[src/rtl/gpio_scan_sequencer_if.sv]
// Control/status bundle between the GPIO scan sequencer (slave) and whatever
// launches and pauses it (master, e.g. PLL-lock logic or a bench).
interface gpio_scan_sequencer_if #(
    parameter int NUM_BANKS = 27
);
    logic                     start;
    logic                     hold;
    logic [8*NUM_BANKS-1:0]   gpio_out;
    logic [4:0]               bank_idx;
    logic                     busy;
    logic                     done;

    modport master (
        output start,
        output hold,
        input  gpio_out,
        input  bank_idx,
        input  busy,
        input  done
    );

    modport slave (
        input  start,
        input  hold,
        output gpio_out,
        output bank_idx,
        output busy,
        output done
    );
endinterface

[src/rtl/gpio_scan_sequencer.sv]
// Walking-one then common up-count pattern generator for the GPIO output banks.
// Optional macro GPIO_SCAN_LOOP_EN: DONE restarts the walk instead of idling.
module gpio_scan_sequencer #(
    parameter int NUM_BANKS = 27,
    parameter int DWELL     = 1024
) (
    input  logic                   clk,
    input  logic                   rst,
    gpio_scan_sequencer_if.slave   bus
);
    localparam int         GW         = 8 * NUM_BANKS;
    localparam logic [15:0] DWELL_LAST = 16'(DWELL - 1);
    localparam logic [4:0]  BANK_LAST  = 5'(NUM_BANKS - 1);

    if (NUM_BANKS < 1 || NUM_BANKS > 32) begin : g_bad_num_banks
        $error("gpio_scan_sequencer: NUM_BANKS must be in 1..32");
    end
    if (DWELL < 2 || DWELL > 65535) begin : g_bad_dwell
        $error("gpio_scan_sequencer: DWELL must be in 2..65535");
    end

    typedef enum logic [1:0] {
        S_IDLE,
        S_WALK,
        S_COUNT,
        S_DONE
    } state_e;

    state_e          state_q, state_d;
    logic [15:0]     dwell_q, dwell_d;
    logic [2:0]      bit_q,   bit_d;
    logic [4:0]      bank_q,  bank_d;
    logic [7:0]      pat_q,   pat_d;
    logic [GW-1:0]   gpio_q,  gpio_d;
    logic            busy_q,  busy_d;
    logic            done_q,  done_d;
    logic            wrap;

    assign wrap = (dwell_q == DWELL_LAST);

    always_comb begin
        // NOTE: every _d gets a default before the case so no path leaves it
        // unassigned; otherwise synthesis would infer a latch.
        state_d = state_q;
        dwell_d = dwell_q;
        bit_d   = bit_q;
        bank_d  = bank_q;
        pat_d   = pat_q;

        unique case (state_q)
            S_IDLE: begin
                if (bus.start && !bus.hold) begin
                    state_d = S_WALK;
                    dwell_d = '0;
                    bit_d   = '0;
                    bank_d  = '0;
                    pat_d   = '0;
                end
            end
            S_WALK: begin
                if (!bus.hold) begin
                    if (wrap) begin
                        dwell_d = '0;
                        bit_d   = bit_q + 3'd1;
                        if (bit_q == 3'd7) begin
                            if (bank_q == BANK_LAST) begin
                                state_d = S_COUNT;
                                bank_d  = '0;
                                pat_d   = '0;
                            end else begin
                                bank_d  = bank_q + 5'd1;
                            end
                        end
                    end else begin
                        dwell_d = dwell_q + 16'd1;
                    end
                end
            end
            S_COUNT: begin
                if (!bus.hold) begin
                    if (wrap) begin
                        dwell_d = '0;
                        pat_d   = pat_q + 8'd1;
                        if (pat_q == 8'hFF) state_d = S_DONE;
                    end else begin
                        dwell_d = dwell_q + 16'd1;
                    end
                end
            end
            S_DONE: begin
                // hold is deliberately ignored here so done never stretches.
`ifdef GPIO_SCAN_LOOP_EN
                state_d = S_WALK;
`else
                state_d = S_IDLE;
`endif
                dwell_d = '0;
                bit_d   = '0;
                bank_d  = '0;
                pat_d   = '0;
            end
            default: state_d = S_IDLE;
        endcase

        // Outputs are derived from the next state so they change on the same
        // edge as the dwell wrap and stay frozen while hold holds the state.
        gpio_d = '0;
        busy_d = (state_d == S_WALK) || (state_d == S_COUNT);
        done_d = (state_d == S_DONE);
        if (state_d == S_WALK) begin
            for (int b = 0; b < NUM_BANKS; b++) begin
                if (bank_d == 5'(b)) gpio_d[8*b +: 8] = 8'h01 << bit_d;
            end
        end else if (state_d == S_COUNT) begin
            gpio_d = {NUM_BANKS{pat_d}};
        end
    end

    // NOTE: state registers use non-blocking assignments so every flop samples
    // pre-edge values regardless of statement order.
    always_ff @(posedge clk) begin
        if (rst) begin
            state_q <= S_IDLE;
            dwell_q <= '0;
            bit_q   <= '0;
            bank_q  <= '0;
            pat_q   <= '0;
            gpio_q  <= '0;
            busy_q  <= 1'b0;
            done_q  <= 1'b0;
        end else begin
            state_q <= state_d;
            dwell_q <= dwell_d;
            bit_q   <= bit_d;
            bank_q  <= bank_d;
            pat_q   <= pat_d;
            gpio_q  <= gpio_d;
            busy_q  <= busy_d;
            done_q  <= done_d;
        end
    end

    assign bus.gpio_out = gpio_q;
    assign bus.bank_idx = bank_q;
    assign bus.busy     = busy_q;
    assign bus.done     = done_q;
endmodule
[src/flat_wrapper.sv]
// flat-port wrapper written by rule: the top's interface ports become plain ports
module gpio_scan_sequencer_flat 
#(
    parameter int NUM_BANKS = 27,
    parameter int DWELL     = 1024
)
  (clk, rst, bus_start, bus_hold, bus_gpio_out, bus_bank_idx, bus_busy, bus_done);
  gpio_scan_sequencer_if #(.NUM_BANKS(NUM_BANKS)) bus_i ();
  input  logic clk;
  input  logic rst;
  input wire logic [$bits(bus_i.start)-1:0] bus_start;
  input wire logic [$bits(bus_i.hold)-1:0] bus_hold;
  output wire logic [$bits(bus_i.gpio_out)-1:0] bus_gpio_out;
  output wire logic [$bits(bus_i.bank_idx)-1:0] bus_bank_idx;
  output wire logic [$bits(bus_i.busy)-1:0] bus_busy;
  output wire logic [$bits(bus_i.done)-1:0] bus_done;
  assign bus_i.start = bus_start;
  assign bus_i.hold = bus_hold;
  assign bus_gpio_out = bus_i.gpio_out;
  assign bus_bank_idx = bus_i.bank_idx;
  assign bus_busy = bus_i.busy;
  assign bus_done = bus_i.done;
  gpio_scan_sequencer #(.NUM_BANKS(NUM_BANKS), .DWELL(DWELL)) u_core (.clk(clk), .rst(rst), .bus(bus_i));
endmodule
[config.mk]
export PLATFORM = sky130hd
export DESIGN_NAME = gpio_scan_sequencer_flat
export DESIGN_NICKNAME = d
export VERILOG_FILES = /design/src/rtl/gpio_scan_sequencer_if.sv /design/src/rtl/gpio_scan_sequencer.sv /design/src/flat_wrapper.sv
export SDC_FILE = /design/constraint.sdc
export NUM_CORES = 1
export LEC_CHECK = 0
export ABC_CLOCK_PERIOD_IN_PS = 8000
export CAP_MARGIN = 20
export CORE_ASPECT_RATIO = 0.9
export CORE_MARGIN = 2
export CORE_UTILIZATION = 41
export DETAILED_ROUTE_END_ITERATION = 7
export HOLD_SLACK_MARGIN = 0.03
export PLACE_DENSITY_LB_ADDON = 0.15
export SYNTH_ARGS = -nofsm -noshare
export SYNTH_HDL_FRONTEND = slang
export SYNTH_SLANG_ARGS = --single-unit
[constraint.sdc]
create_clock -name clk -period 8 [get_ports clk]
set_input_delay 0.8 -clock clk [delete_from_list [all_inputs] [get_ports clk]]
set_output_delay 0.8 -clock clk [all_outputs]
set_load 0.01 [all_outputs]
=== After elaboration in Yosys (flattened, before gate mapping) ===
Index checks and enable logic that the tools add are counted.
Widths: inputs -> output; s select.

* Reduce and logical (&&, ||, !) cells: 7
* Shift-type cells: 1
* $add $sub $neg: 4
* Muxes and demuxes: 60
* Eq/ne operators: 38

{| class="wikitable"
|+ Operators by type and width
! kind !! count
|-
| $mux 216 || 2
|-
| $mux 8 || 34
|-
| $eq 5x5->1 const B || 12
|-
| $mux 16 || 3
|-
| $pmux 16 s3 || 1
|-
| $eq 5x4->1 const B || 8
|-
| $pmux 8 s4 || 1
|-
| $mux 5 || 5
|-
| $eq 5x3->1 const B || 4
|-
| $add 16x1->16 const B || 1
|-
| $eq 16x10->1 const B || 1
|-
| $mux 2 || 8
|-
| $pmux 5 s3 || 1
|-
| $eq 5x2->1 const B || 2
|-
| $mux 3 || 3
|-
| $pmux 3 s3 || 1
|-
| $add 8x1->8 const B || 1
|-
| $eq 2x2->1 const B || 4
|-
| $eq 8x8->1 const B || 1
|-
| $pmux 2 s4 || 1
|-
| $shl 1x3->8 const A || 1
|-
| $add 5x1->5 const B || 1
|-
| $eq 5x1->1 const B || 1
|-
| $logic_not 5->1 || 1
|-
| other kinds (11) || 12
|}

* Bits of input ports: 4
* Word-level logic and storage cells: 118
* Register bits: 252
* Output and inout port bits: 223

=== Logic depth before layout (Yosys ltp) ===
Gate-level depths: netlist of the first run.

* Depth in word-level cells: 9
* Mapped depth: 15
* Depth with buffers taken out: 14

=== Worst setup path after synthesis of the first run ===
OpenSTA, ideal clock, no wires.

* Path kind: input -> register
* Start point: input bus_hold
* End point: register u_core.gpio_q[10] (netlist: u_core.bus.gpio_out[10])
* Setup slack: 4455 ps
* Setup time: 132 ps
* Cell stages on the path: 13
* Buffers on the path: 2
* Arrival: 3413 ps
* Required time: 7868 ps
* Cells stage by stage: nand4b_1 -> nor4_4 -> buf_2 -> nand4_1 -> o211ai_1 -> o211ai_1 -> inv_1 -> ha_1 -> nor2_1 -> and2_0 -> a32oi_1 -> clkbuf_1 -> o21ai_0

* Longest elaborated chain between the ends: 7
* Elaborated cells on any way between the ends: 23
* Classes of those cells: 3 x eq/ne; 1 x shift; 17 x mux; 2 x reduce/logical

{| class="wikitable"
|+ RTL lines
! what !! line !! source
|-
| start: declaration || flat_wrapper.sv:12 || <nowiki>input wire logic [$bits(bus_i.hold)-1:0] bus_hold;</nowiki>
|-
| $logic_not 1->1 || gpio_scan_sequencer.sv:52 || <nowiki>if (bus.start && !bus.hold) begin</nowiki>
|-
| $logic_and 1x1->1 || gpio_scan_sequencer.sv:52 ||
|-
| $mux 2 || gpio_scan_sequencer.sv:52 ||
|-
| $pmux 2 s4 (*) || gpio_scan_sequencer.sv:50 || <nowiki>unique case (state_q)</nowiki>
|-
| net u_core.state_d[0] || gpio_scan_sequencer.sv:29 || <nowiki>state_e state_q, state_d;</nowiki>
|-
| $eq 2x2->1 || gpio_scan_sequencer.sv:114 || <nowiki>end else if (state_d == S_COUNT) begin</nowiki>
|-
| $mux 216 || gpio_scan_sequencer.sv:114 ||
|-
| $mux 216 (*) || gpio_scan_sequencer.sv:110 || <nowiki>if (state_d == S_WALK) begin</nowiki>
|-
| end signal: assignment || gpio_scan_sequencer.sv:137 || <nowiki>gpio_q <= gpio_d;</nowiki>
|-
| end: declaration || gpio_scan_sequencer.sv:34 || <nowiki>logic [GW-1:0] gpio_q, gpio_d;</nowiki>
|}

The timed path passes the listed nets; every way through them passes the cells marked *.
A chain may end at the register's enable or synchronous reset.

=== Worst setup path in the final report of the first run ===
* Start point: input bus_hold
* End point: register u_core.gpio_q[2] (netlist: u_core.bus.gpio_out[2])

The elaborated chain is that of the path after synthesis.

==> metrics.csv, run 1 <==
stage,metric,value,unit
sta,max_freq,235,MHz
critical_path,required,8.31,ns
global_route,grt_pass1_wl,36000,um
cts,clock_latency,0.52,ns
cts,hold_buffers,0,
critical_path,critical_path_class,in -> reg,
sta,slew_headroom,0.180,
routing,avgRoutedWirePerCell,19.3,um
synthesis,ys_warn_count,0,
power,p_leak,4.12,nW
sta,setup_viol,0,
sta,layout_min_cycle_time,4.25,ns
floorplan,fp.dieH,137,um
critical_path,startpoint_type,primary input,
run_status,run_status,"complete, no violations",
routing,vias,6726,
placement,dp_hpwl,16400,um
floorplan,dieArea,0.0207,mm2
final_layout,antennaDiodeCount,0,
final_layout,areaGrowthSynthToFinish,39.9,%
sta,tns,0,ns
critical_path,worstSetupStartpoint,bus_hold,
synthesis,syn_avg_cell_area,10.1,um2
routing,drt_first_iter_violations,378,
routing,avgViaCountPerCell,5.30,
critical_path,ff2ff_setup_slack,3.79,ns
synthesis,mappedNetlistArea,0.00803,mm2
floorplan,core_region_area,0.0192,mm2
critical_path,r2r-start,u_core.dwell_q[0],
synthesis,synth_cells,795,
sta,period_share,0.532,
critical_path,crit_end,u_core.bus.gpio_out[2],
min_path,min_path_type,reg -> reg,
sta,rsz0062_at_grt,no,
critical_path,r2r_end,u_core.bus.gpio_out[2],
critical_path,endpoint_kind,flop,
placement,io_buffers,226,
synthesis,synth_edf_count,0,
synthesis,yosysSeqAreaShare,0.629,
critical_path,worstRegToRegCells,13,
cts,clock-sinks,252,
cts,clkTransAtPathRegs,0.06,ns
cts,tritoncts,done,
floorplan,num_io_pins,227,
synthesis,synthFlopType,dfxtp_1,
power,cellPowerDensity,220,mW/mm2
global_route,antenna_found_initial,0,
floorplan,row_count,48,
power,p_total,0.00248,W
sta,hold_viol,0,
cts,cts_setup_buffers,0,
global_route,grt_pass1_vias,6173,
power,ir_worst_vdd,0.145,mV
cts,cts_buffers,25,
routing,drtAntennaViolNets,0,
critical_path,worstPathMaxFanout,27,
synthesis,synthDistinctLibCells,54,
routing,first_pass_iters,5,
synthesis,ys_ff_latch,252,
cts,cts_htree_levels,1,
flow_run,cap_viol_max_count,0,
synthesis,synth_fp_nets,811,
placement,gp_congestion,0.916,
synthesis,async_flop_share,0,
sta,max_slew.worst_pin.slew,1.23,ns
sta,fin_skew,0.0100,ns
floorplan,die_w,151,um
routing,drc_errors,0,
floorplan,floorplan.initialDensity,0.419,
global_route,grt_usage,0.227,
global_route,grt_max_degree,35,
cts,clock_path_buffers,3,
sta,slew_viol_final,0,
routing,wirelength,24500,um
final_layout,drive_above_1_share,0.0520,
final_layout,nets,1020,
global_route,overflow,0,
cts,post_cts_resized,0,
cts,cts_root_buf,clkbuf_16,
critical_path,critPathArrivalTime,4.57,ns
==> layout by cell type, fill, tap and decap left out, types with 4 or more instances in the layout <==
cell / n
dfxtp_1: 252
clkdlybuf4s50_1: 226
o21ai_0: 203
nor2_1: 45
nand2_1: 44
clkbuf_16: 25
nand3_1: 23
o21ai_1: 19
inv_1: 12
a21oi_1: 12
ha_1: 12
nor2b_1: 11
nor3_1: 9
or3_1: 8
xnor2_1: 8
xor2_1: 8
nand4_1: 7
a22o_1: 6
clkbuf_8: 6
and3_1: 5
a22oi_1: 5
nand2b_1: 4
clkbuf_1: 4
clkinv_2: 4
==> metrics by stage <==
| stage | setup slack, ns | instance area [um2] | cells | hold slack (ns) | util |
|---|---|---|---|---|---|
| detailed placement | 3.26 | 10400 | 1227 | 0.480 | 0.545 |
| global placement | 3.46 | 10400 | 1227 | 0.469 | 0.545 |
| finish | 3.75 | 11200 | 1269 | 0.499 | 0.586 |
| CTS | 3.75 | 11200 | 1269 | 0.500 | 0.586 |
| floorplan | 4.45 | 8030 | 795 | 0.449 | - |
| global route | 3.39 | 11200 | 1269 | 0.525 | 0.586 |
==> worst min-delay path by stage <==
stage | startpoint | endpoint | depth (start not counted)
floorplan | u_core.dwell_q[1] | u_core.dwell_q[1] | 2
global placement | u_core.dwell_q[1] | u_core.dwell_q[1] | 2
detailed placement | u_core.dwell_q[1] | u_core.dwell_q[1] | 2
CTS | u_core.dwell_q[13] | u_core.dwell_q[13] | 2
global route | u_core.dwell_q[14] | u_core.dwell_q[14] | 2
finish | u_core.dwell_q[1] | u_core.dwell_q[1] | 2
==> per-layer routing <==
metal / global-route usage / share of wire
met1: 0.315 / 0.46
met2: 0.355 / 0.44
met3: 0.0510 / 0.076
met4: 0.0670 / 0.030
met5: 0 / 0
==> cell type report <==
class                      count  area (um2)
sequential                   252        5040
inverter                      12        45.0
clock buffer                  35         723
clock inverter                 7        67.6
fill                        1643        7930
timing repair buffer         228        2280
tap                          250         313
multi-input combinational    485        2760
==> Yosys cell counts (all sizes together) (3+ instances only) <==
cell | number | area [um2]
nand4 | 7 | 43.8
ha | 12 | 150
nor2b | 11 | 68.8
o21ai | 222 | 1110
and3 | 5 | 31.3
nor2 | 45 | 169
buf | 8 | 40.0
nand3 | 23 | 115
mux2 | 3 | 33.8
xor2 | 8 | 70.1
clkbuf | 38 | 143
or4 | 3 | 26.3
a21oi | 12 | 60.1
nand2b | 4 | 25.0
a22o | 6 | 52.6
a32oi | 3 | 33.8
nor4 | 3 | 33.8
dfxtp | 252 | 5040
o21bai | 3 | 22.5
a31oi | 3 | 25.0
nor3 | 9 | 45.0
a311oi | 3 | 26.3
xnor2 | 8 | 70.1
nand2 | 44 | 165
a21o | 3 | 22.5
and2 | 4 | 25.0
a22oi | 5 | 37.5
inv | 12 | 45.0
o211ai | 3 | 22.5
or3 | 8 | 50.1
==> sequential cells by signal, indices dropped and copies added (netlist names) <==
register	cells
u_core.bus.bank_idx	5
u_core.dwell_q	16
u_core.state_q	2
u_core.bit_q	3
u_core.bus.done	1
u_core.pat_q	8
u_core.bus.busy	1
u_core.bus.gpio_out	216
==> critical path: stages <==
cell and delay [ns]:
clkdlybuf4s50_1 0.47, nand4b_1 0.28, nor4_4 0.16, buf_4 0.28
nand4_1 0.17, o211ai_1 0.24, o211ai_1 0.17, inv_1 0.11
ha_1 0.21, nor2_1 0.08, and2_0 0.29, a32oi_2 1.02
o21ai_0 0.27
==> cell families after synthesis <==
| group | Yosys count | synth area share |
|---|---|---|
| compound gates | 278 | 0.193 |
| simple gates | 176 | 0.110 |
| mux | 3 | 0.00421 |
| fa+ha+maj | 12 | 0.0187 |
| xor+xnor | 16 | 0.0175 |
| flops | 252 | 0.629 |
| buf+inv | 58 | 0.0284 |
==> where the power goes <==
part / switching (W) / internal [W] / total (W)
clock: 0.000473 / 0.000660 / 0.00113
combinational: 0.0000569 / 0.0000242 / 0.0000812
sequential: 0.00000287 / 0.00126 / 0.00126
Power figures use the tool's default switching activity.
==> inputs of run 2 (changes only) <==
--- a/config.mk
+++ b/config.mk
@@ -5,7 +5,7 @@
 export SDC_FILE = /design/constraint.sdc
 export NUM_CORES = 1
 export LEC_CHECK = 0
-export ABC_CLOCK_PERIOD_IN_PS = 8000
+export ABC_CLOCK_PERIOD_IN_PS = 4300
 export CAP_MARGIN = 20
 export CORE_ASPECT_RATIO = 0.9
 export CORE_MARGIN = 2
==> constraint.sdc (replaced) <==
create_clock -name clk -period 4.3 [get_ports clk]
set_input_delay 0.43 -clock clk [delete_from_list [all_inputs] [get_ports clk]]
set_output_delay 0.43 -clock clk [all_outputs]
set_load 0.01 [all_outputs]
==> metrics.csv, run 2 (synthesis gave the netlist of run 1 again) <==
stage,metric,value,unit,change
cts,cts_buffers,25,,unchanged
cts,cts_root_buf,clkbuf_16,,
placement,place_inst,1249,,+1.8%
flow_run,cap_viol_max_count,0,,unchanged
power,seq_power_share,0.488,,-0.022
cts,clkTransAtPathRegs,0.07,ns,about the same
floorplan,core_region_area,0.0192,mm2,unchanged
floorplan,num_io_pins,227,,unchanged
global_route,grt_pass1_vias,6421,,+4.0%
global_route,grt_usage,0.234,,+0.00731
global_route,grt_pass1_wl,37100,um,+3.1%
cts,tritoncts,done,,
routing,wirelength,24800,um,+1.1%
global_route,grt_max_degree,28,,-20%
critical_path,endpoint_kind,flop,,
final_layout,areaGrowthSynthToFinish,43.2,%,
sta,setup_viol,0,,unchanged
routing,drtAntennaViolNets,0,,unchanged
cts,hold_buffers,0,,unchanged
sta,fin_skew,0.0199,ns,+0.00987 ns
final_layout,nets,1042,,+2.2%
power,internal_power,0.00379,W,+95%
sta,rsz0062_at_grt,no,,
routing,vias,6785,,+0.88%
final_layout,drive_above_1_share,0.0785,,+0.0265
final_layout,final_cell_count_no_fill,1295,,+2.0%
cts,cts_htree_levels,1,,unchanged
final_layout,layout_common_cells,"dfxtp_1, clkdlybuf4s50_1, o21ai_0, nor2_1, nand2_1",,
floorplan,dieArea,0.0207,mm2,unchanged
placement,dp_hpwl,17000,um,+3.4%
power,p_clk_frac,0.480,,+0.022
final_layout,final_cell_area,0.0115,mm2,+2.4%
global_route,overflow,0,,unchanged
run_status,run_status,"complete, no violations",,
floorplan,fp.dieH,137,um,unchanged
sta,layout_min_cycle_time,3.67,ns,
sta,slew_viol_final,0,,unchanged
floorplan,floorplan.initialDensity,0.419,,unchanged
sta,tns,0,ns,unchanged
cts,clock-sinks,252,,unchanged
critical_path,required,4.72,ns,-3.59 ns
cts,clock_latency,0.53,ns,about the same
sta,hold_viol,0,,unchanged
power,p_leak,4.27,nW,+3.7%
routing,avgRoutedWirePerCell,19.1,um,-0.94%
cts,cts_setup_buffers,0,,unchanged
critical_path,worstPathMaxFanout,22,,-19%
critical_path,startpoint_type,flop,,
placement,gp_congestion,0.862,,-5.9%
routing,avgViaCountPerCell,5.24,,-1.1%
power,cellPowerDensity,419,mW/mm2,+90%
power,power.switching,0.00102,W,+91%
sta,period_share,0.853,,
final_layout,antennaDiodeCount,0,,unchanged
floorplan,die_w,151,um,unchanged
cts,post_cts_resized,0,,unchanged
placement,postPlaceCellArea,0.0106,mm2,+1.6%
routing,first_pass_iters,5,,unchanged
cts,clock_path_buffers,3,,unchanged
min_path,min_path_type,reg -> reg,,
global_route,antenna_found_initial,0,,unchanged
final_layout,final_common_cell,dfxtp_1,,
placement,io_buffers,226,,unchanged
floorplan,row_count,48,,unchanged
critical_path,critical_path_class,reg -> reg,,
sta,max_slew.worst_pin.slew,0.884,ns,-0.346 ns
routing,drt_first_iter_violations,477,,+26%
sta,max_freq,273,MHz,
routing,drc_errors,0,,unchanged
power,p_comb_frac,0.033,,about the same
power,ir_worst_vdd,0.291,mV,+100%
sta,slew_headroom,0.411,,+0.230
critical_path,critPathArrivalTime,4.09,ns,-0.48 ns
final_layout,largest_reg_flops,216,,unchanged
power,swShare,0.211,,-0.00384
==> run 2: changes by cell type in the layout (fill, tap and decap cells not counted) <==
cell / change
clkbuf_1: -3
clkbuf_8: +3
bufinv_16: +2
clkinv_4: -1
clkinv_2: +2
buf_4: +22
inv_6: +1
==> run 2: power by group through the flow <==
stage	combinational [W]	sequential [W]	clock [W]
final	0.000157	0.00235	0.00231
after global routing	0.000173	0.00235	0.00243
after CTS	0.000155	0.00235	0.00234
after detailed placement	0.000154	0.00240	0
after global placement	0.000155	0.00240	0
after floorplan	0.000105	0.00240	0
==> run 2: path summary, 6_finish.rpt <==
kind	endpoint	startpoint	cells after the start	slack [ns]
worst max-delay path	u_core.bus.gpio_out[181]	u_core.dwell_q[0]	13	0.63
worst min-delay path	u_core.dwell_q[1]	u_core.dwell_q[1]	2	0.48
worst max register to register	u_core.bus.gpio_out[181]	u_core.dwell_q[0]	13	0.63
worst min register to register	u_core.dwell_q[1]	u_core.dwell_q[1]	2	0.48
==> run 2: critical path: stages, from the launching register on <==
cell	delay (ns)
dfxtp_1	0.37
ha_1	0.22
nand4_1	0.26
or4_1	0.69
o21ai_0	0.21
a21oi_1	0.09
o22ai_1	0.26
inv_1	0.10
ha_1	0.25
nor2_1	0.14
and2_0	0.38
nand2_1	0.22
buf_4	0.27
o21ai_0	0.11
==> run 2: routing by layer <==
layer | track usage | up-vias | wire, um
met5 | 0 | - | 0
li1 | - | 3255 | -
met4 | 0.0774 | 0 | 707
met2 | 0.375 | 281 | 11100
met1 | 0.312 | 3205 | 10800
met3 | 0.0580 | 44 | 2120
==> run 2: area by class of cell <==
cell class | instances | area [um2]
Sequential cell | 252 | 5040
Multi-Input combinational cell | 485 | 2760
Fill cell | 1618 | 7660
Inverter | 12 | 45.0
Clock inverter | 11 | 138
Clock buffer | 35 | 753
Timing Repair Buffer | 250 | 2440
Tap cell | 250 | 313
==> run 2: metrics by stage <==
step	worst slack (ns)	power, W	hold slack (ns)	utilization
global route	0.252	0.00495	0.511	0.600
finish	0.634	0.00481	0.485	0.600
floorplan	0.828	0.00251	0.449	-
CTS	0.645	0.00484	0.482	0.600
detailed placement	0.526	0.00255	0.473	0.554
global placement	0.660	0.00255	0.467	0.554
